==> config.mk <==
export PLATFORM = sky130hd
export DESIGN_NAME = alu_sequencer
export DESIGN_NICKNAME = d
export VERILOG_FILES = /design/src/rtl/alu_pkg.sv /design/src/rtl/cmd_fifo.sv /design/src/rtl/alu_sequencer.sv
export SDC_FILE = /design/constraint.sdc
export NUM_CORES = 1
export LEC_CHECK = 0
export ABC_AREA = 0
export BUFFER_PORTS_ARGS = -buffer_cell sky130_fd_sc_hd__buf_2
export CAP_MARGIN = 10
export CORE_MARGIN = 1
export CORE_UTILIZATION = 45
export CTS_CLUSTER_DIAMETER = 60
export DETAILED_ROUTE_END_ITERATION = 16
export PLACE_DENSITY_LB_ADDON = 0.2
export SETUP_SLACK_MARGIN = 0.3
export SKIP_CTS_REPAIR_TIMING = 1
export SYNTH_ARGS = -nofsm -noshare
export SYNTH_HDL_FRONTEND = slang
export SYNTH_SLANG_ARGS = --single-unit
==> constraint.sdc <==
create_clock -name clk -period 5.13 [get_ports clk]
set_input_delay 0.2565 -clock clk [delete_from_list [all_inputs] [get_ports clk]]
set_output_delay 0.2565 -clock clk [all_outputs]
set_load 0.1 [all_outputs]
==> src/rtl/alu_pkg.sv <==
// Shared encodings for the ALU sequencer and the ALU: ALU opcodes, command
// opcodes and sequencer FSM states.
package alu_pkg;

  typedef enum logic [3:0] {
    ALU_NOP   = 4'd0,
    ALU_REGA  = 4'd1,
    ALU_ADD   = 4'd2,
    ALU_SUB   = 4'd3,
    ALU_AND   = 4'd4,
    ALU_OR    = 4'd5,
    ALU_XOR   = 4'd6,
    ALU_OUT   = 4'd7,
    ALU_RESET = 4'd8
  } alu_op_e;

  typedef enum logic [2:0] {
    CMD_CLR  = 3'd0,
    CMD_ADD  = 3'd1,
    CMD_SUB  = 3'd2,
    CMD_AND  = 3'd3,
    CMD_OR   = 3'd4,
    CMD_XOR  = 3'd5,
    CMD_READ = 3'd6,
    CMD_RSVD = 3'd7
  } cmd_op_e;

  typedef enum logic [2:0] {
    ST_INIT, ST_IDLE, ST_LOAD, ST_EXEC, ST_CLEAR, ST_OUT, ST_WAIT, ST_RSP
  } state_e;

  // Data commands ADD..XOR map onto ALU opcodes by a fixed offset of one.
  function automatic alu_op_e map_op(input cmd_op_e op);
    return alu_op_e'({1'b0, op} + 4'd1);
  endfunction

endpackage

==> src/rtl/cmd_fifo.sv <==
// Synchronous FIFO with power-of-two depth; pointers wrap naturally and an
// occupancy counter distinguishes full from empty.
module cmd_fifo #(
  parameter int WIDTH = 11,
  parameter int DEPTH = 4
) (
  input  logic                     clk,
  input  logic                     a_reset_n,
  input  logic                     i_push,
  input  logic [WIDTH-1:0]         i_data,
  input  logic                     i_pop,
  output logic [WIDTH-1:0]         o_data,
  output logic                     o_empty,
  output logic [$clog2(DEPTH):0]   o_count
);

  localparam int AW = $clog2(DEPTH);
  localparam int CW = AW + 1;

  logic [WIDTH-1:0] r_mem [DEPTH];
  logic [AW-1:0]    r_wr_ptr, r_rd_ptr;
  logic [CW-1:0]    r_count;
  logic             w_push, w_pop;

  assign w_push = i_push && (r_count != CW'(DEPTH));
  assign w_pop  = i_pop && (r_count != '0);

  // NOTE: storage is deliberately not reset; occupancy is tracked by r_count,
  // so stale entries are never observed and the array stays plain RAM.
  always_ff @(posedge clk) begin
    if (w_push) r_mem[r_wr_ptr] <= i_data;
  end

  // NOTE: sequential state uses non-blocking assignments so every flop
  // samples pre-edge values regardless of statement order.
  always_ff @(posedge clk or negedge a_reset_n) begin
    if (!a_reset_n) begin
      r_wr_ptr <= '0;
      r_rd_ptr <= '0;
      r_count  <= '0;
    end else begin
      if (w_push) r_wr_ptr <= r_wr_ptr + AW'(1);
      if (w_pop)  r_rd_ptr <= r_rd_ptr + AW'(1);
      r_count <= r_count + CW'(w_push) - CW'(w_pop);
    end
  end

  assign o_data  = r_mem[r_rd_ptr];
  assign o_empty = (r_count == '0);
  assign o_count = r_count;

endmodule

==> src/rtl/alu_sequencer.sv <==
// Queues accumulator commands and sequences them onto a multi-cycle ALU.
// Outputs are registered from the next-state decode so they align with the state.
module alu_sequencer
  import alu_pkg::*;
#(
  parameter int DATA_WIDTH = 8,
  parameter int FIFO_DEPTH = 4,
  parameter int RESULT_LAT = 1
) (
  input  logic                  clk,
  input  logic                  a_reset_n,
  input  logic                  cmd_valid,
  output logic                  cmd_ready,
  input  logic [2:0]            cmd_op,
  input  logic [DATA_WIDTH-1:0] cmd_data,
  output logic                  rsp_valid,
  input  logic                  rsp_ready,
  output logic [DATA_WIDTH-1:0] rsp_data,
  output logic [3:0]            alu_opcode,
  output logic [DATA_WIDTH-1:0] alu_data_in,
  input  logic [DATA_WIDTH-1:0] alu_data_out,
  output logic                  busy
);

  localparam int FW = DATA_WIDTH + 3;
  localparam int CW = $clog2(FIFO_DEPTH) + 1;
  localparam int LW = (RESULT_LAT > 1) ? $clog2(RESULT_LAT) : 1;

  state_e                r_state, w_state_nxt;
  cmd_op_e               r_op, w_head_op;
  alu_op_e               r_alu_opcode, w_opcode_nxt;
  logic [FW-1:0]         w_fifo_rdata;
  logic [DATA_WIDTH-1:0] w_head_data, w_data_in_nxt;
  logic [DATA_WIDTH-1:0] r_alu_data_in, r_rsp_data;
  logic [CW-1:0]         w_count, w_count_nxt;
  logic [LW-1:0]         r_wait_cnt;
  logic                  w_empty, w_push, w_pop;
  logic                  r_cmd_ready, r_rsp_valid, r_busy;

  assign w_push = cmd_valid && r_cmd_ready;

  cmd_fifo #(.WIDTH(FW), .DEPTH(FIFO_DEPTH)) u_fifo (
    .clk       (clk),
    .a_reset_n (a_reset_n),
    .i_push    (w_push),
    .i_data    ({cmd_op, cmd_data}),
    .i_pop     (w_pop),
    .o_data    (w_fifo_rdata),
    .o_empty   (w_empty),
    .o_count   (w_count)
  );

  assign w_head_op   = cmd_op_e'(w_fifo_rdata[FW-1 -: 3]);
  assign w_head_data = w_fifo_rdata[DATA_WIDTH-1:0];
  assign w_count_nxt = w_count + CW'(w_push) - CW'(w_pop);

  // NOTE: every signal written here gets a default first, so no path can
  // leave one unassigned and infer a latch.
  always_comb begin
    w_state_nxt   = r_state;
    w_pop         = 1'b0;
    w_opcode_nxt  = ALU_NOP;
    w_data_in_nxt = r_alu_data_in;

    case (r_state)
      // INIT holds until its RESET opcode has been on the bus for one cycle.
      ST_INIT:  if (r_alu_opcode == ALU_RESET) w_state_nxt = ST_IDLE;
      ST_IDLE:  if (!w_empty) begin
        w_pop = 1'b1;
        case (w_head_op)
          CMD_CLR:  w_state_nxt = ST_CLEAR;
          CMD_READ: w_state_nxt = ST_OUT;
          CMD_RSVD: w_state_nxt = ST_IDLE;
          default:  w_state_nxt = ST_LOAD;
        endcase
      end
      ST_LOAD:  w_state_nxt = ST_EXEC;
      ST_EXEC:  w_state_nxt = ST_IDLE;
      ST_CLEAR: w_state_nxt = ST_IDLE;
      ST_OUT:   w_state_nxt = ST_WAIT;
      ST_WAIT:  if (r_wait_cnt == LW'(RESULT_LAT - 1)) w_state_nxt = ST_RSP;
      ST_RSP:   if (rsp_ready) w_state_nxt = ST_IDLE;
      default:  w_state_nxt = ST_INIT;
    endcase

    case (w_state_nxt)
      ST_INIT, ST_CLEAR: w_opcode_nxt = ALU_RESET;
      ST_LOAD: begin
        w_opcode_nxt  = ALU_REGA;
        w_data_in_nxt = w_head_data;
      end
      ST_EXEC: w_opcode_nxt = map_op(r_op);
      ST_OUT:  w_opcode_nxt = ALU_OUT;
      default: ;
    endcase
  end

  always_ff @(posedge clk or negedge a_reset_n) begin
    if (!a_reset_n) begin
      r_state       <= ST_INIT;
      r_op          <= CMD_CLR;
      r_wait_cnt    <= '0;
      r_alu_opcode  <= ALU_NOP;
      r_alu_data_in <= '0;
      r_rsp_data    <= '0;
      r_rsp_valid   <= 1'b0;
      r_cmd_ready   <= 1'b0;
      r_busy        <= 1'b1;
    end else begin
      r_state       <= w_state_nxt;
      r_alu_opcode  <= w_opcode_nxt;
      r_alu_data_in <= w_data_in_nxt;
      r_rsp_valid   <= (w_state_nxt == ST_RSP);
      r_cmd_ready   <= (w_state_nxt != ST_INIT) && (w_count_nxt != CW'(FIFO_DEPTH));
      r_busy        <= (w_state_nxt != ST_IDLE) || (w_count_nxt != '0);
      r_wait_cnt    <= (r_state == ST_WAIT) ? r_wait_cnt + LW'(1) : '0;
      if (w_pop) r_op <= w_head_op;
      if (r_state == ST_WAIT && w_state_nxt == ST_RSP) r_rsp_data <= alu_data_out;
    end
  end

  assign cmd_ready   = r_cmd_ready;
  assign rsp_valid   = r_rsp_valid;
  assign rsp_data    = r_rsp_data;
  assign alu_opcode  = r_alu_opcode;
  assign alu_data_in = r_alu_data_in;
  assign busy        = r_busy;

endmodule

==> key figures <==
Floorplan
  • Initial Util: a little under half
  • Die Ht: 87.92 um
  • Total core area: 6944 sq um
  • Die X: approximately 88 um
  • Row count: 30
  • Io pins: 46
  • Die area: 7730 sq um

Synthesis
  • Syn Inst Count: 191
  • Commonest cells post-synth: 44 x edfxtp_1, 36 x dfrtp_1, 10 x inv_1, 10 x mux4_2, 9 x ha_1
  • Cell variety after synth: 43
  • Most frequent cell after synthesis: edfxtp_1
  • Avg Cell Area, Syn: 17.39 sq um
  • Synth Cell Area: 3322 sq um
  • Seq/Total Area, Yosys: between 60% and 70%
  • Synth warn: 0
  • Synth Net Count: 225
  • Share of the synthesized area in the top cell type: approximately two fifths
  • Number of flops mapped to enable cells by yosys: 44
  • Synth area leader: edfxtp_1
  • Post-synth top flop: edfxtp_1
  • #FFs+latches synth: 81
  • Main area contributors after synthesis: edfxtp_1 40%, dfrtp_1 27%, mux4_2 6.8%, mux2_4 3.6%, ha_1 3.4%
  • Ys async rst share: 45.68%

Clock network
  • CTS tree: yes
  • Skew-Pair Late Insertion Delay: ~0.36 ns
  • H-Tree Depth: 3
  • Sink Count: 81
  • CTS buffer count: 9
  • Clock root buffer: clkbuf_8
  • Clk buf depth: 2
  • Clock Pin Slew Worst Setup and Hold Paths: about 0.09 ns

Final layout
  • Syn-to-layout area delta: 15.93%
  • Layout net count: 277
  • Fraction of layout cells with a size suffix above 1: 35.89%
  • Ant diodes: 0

Setup path
  • Crit start category: flip-flop
  • CP required: 5.40 ns
  • CP Capture Type: flip-flop
  • CP arrival: around 3.1 ns
  • Maximum fanout along the worst path: 8
  • Crit path kind: reg -> reg

Routing
  • Vias per cell: roughly 5.1
  • Post-route ant nets: 0
  • Routed via count: between 1500 and 2000
  • Residual DRC: 0
  • Iter 0 DRT Violations: between 50 and 60
  • Final WL: 5.295 mm
  • First-pass iteration count of the detailed router: 4
  • Drt wl/cell: 15.39 um

Min path
  • Hold Path Class: in -> async

Placed design
  • Port bufs: 45
  • DP HPWL: around 3.5 mm
  • Final Wtd Congestion: 0.8207

GRT
  • GRT Total Usage: around 15%
  • Antenna violations before repair: 0
  • First-pass GRT wire length: 8.224 mm
  • Remaining global-route overflow: 0
  • Vias in the first global route: 1650
  • Pin count of the biggest net entering global routing: 38

Timing
  • Max Fclk: around 360 MHz
  • Slew HR: 30.55%
  • Final Hold Fails: 0
  • Final period util: 54.89%
  • Worst Max-Slew Pin Slew: 1.027 ns
  • Min Tclk post-route: roughly 2.8 ns
  • Pins Over Slew Limit: 0
  • Final setup vio count: 0
  • TNS Setup: 0 ns
  • Clock Skews: 0.009820 ns
  • RSZ-0062 raised after global routing: no

Status
  • Status: complete, no violations

Flow run
  • Number of max-cap violations: 0
[state kept, by name (all words and copies together) (netlist names)]
name and count:
u_fifo.o_count 3, r_wait_cnt 1, alu_data_in 8, cmd_ready 1, u_fifo.r_rd_ptr 2, rsp_data 8
u_fifo.r_wr_ptr 2, busy 1, alu_opcode 4, r_state 3, u_fifo.r_mem 44, rsp_valid 1
r_op 3
[cell families after synthesis]
group,synth area share [%]
AND/OR/NAND/NOR,5.725
XOR/XNOR,1.846
flip-flops,67.68
adder cells (fa/ha/maj),4.595
AO/OA/AOI/OAI,2.825
buffers and inverters,2.109
multiplexers,15.22
[per-stage QoR]
step / area, sq um / worst slack [ns] / util (%) / hold WS, ns / cells
floorplan: 3322 / 2.609 / - / -0.03909 / 191
global placement: 3649 / 2.340 / 52.54 / 0.4048 / 328
detailed placement: 3649 / 2.294 / 52.54 / 0.4073 / 328
CTS: 3851 / 2.271 / 55.46 / 0.01335 / 344
global route: 3851 / 2.136 / 55.46 / 0.04998 / 344
finish: 3851 / 2.314 / 55.46 / 0.002625 / 344
[final timing paths]
path,startpoint,to,slack (ns),depth (start not counted)
min in group clk,alu_data_out[4],rsp_data[4]$_DFFE_PN0P_,0.11,2
setup / recovery,r_state[1]$_DFF_PN0_,busy$_DFF_PN1_,2.31,11
hold / removal,a_reset_n,u_fifo.o_count[1]$_DFF_PN0_,0.003,1
hold reg to reg,rsp_data[4]$_DFFE_PN0P_,rsp_data[4]$_DFFE_PN0P_,0.48,1
setup reg to reg,r_state[1]$_DFF_PN0_,busy$_DFF_PN1_,2.31,11
max in group asynchronous,a_reset_n,alu_data_in[0]$_DFFE_PN0N_,4.59,1
[worst max-delay path, stage by stage, from the launching register on]
cell      delay [ns]
dfrtp_1         0.45
nand2b_1        0.20
or3_1           0.44
inv_2           0.18
ha_1            0.26
inv_1           0.06
ha_1            0.13
inv_1           0.04
fa_1            0.37
xnor2_1         0.15
nor4bb_1        0.31
nand4_1         0.14
[area by class of cell]
cell class | count | area (sq um)
inverters | 12 | 45.04
well taps | 96 | 120.1
fillers | 566 | 3093
multi-input cells | 94 | 1010
flip-flops and latches | 81 | 2248
clock buffers | 9 | 123.9
repair buffers | 45 | 225.2
clock inverters | 7 | 78.83
[cell usage in the layout (no fill, tap or decap), types with 3 or more instances in the layout]
cell type | netlist | final
inv_1 | 10 | 10
xnor2_1 | 6 | 6
nand2_1 | 7 | 7
mux2_1 | 8 | 8
buf_2 | 2 | 45
dfrtp_1 | 36 | 36
edfxtp_1 | 44 | 44
a21oi_1 | 4 | 4
and2_1 | 4 | 4
mux2_2 | 3 | 3
clkbuf_8 | 0 | 9
mux4_2 | 10 | 10
ha_1 | 9 | 9
nor2_1 | 4 | 4
mux2_4 | 8 | 8
[per-layer routing]
layer / share of wire, % / track usage [%] / vias up
met5: 0 / 0 / -
met4: 1.8 / 6.706 / 0
met3: 4.0 / 5.278 / 11
met2: 49 / 25.37 / 40
met1: 45 / 17.76 / 879
li1: - / - / 820
Power is not shown: default switching activity piles up to over one toggle a cycle in this logic, so the estimate is an artifact.
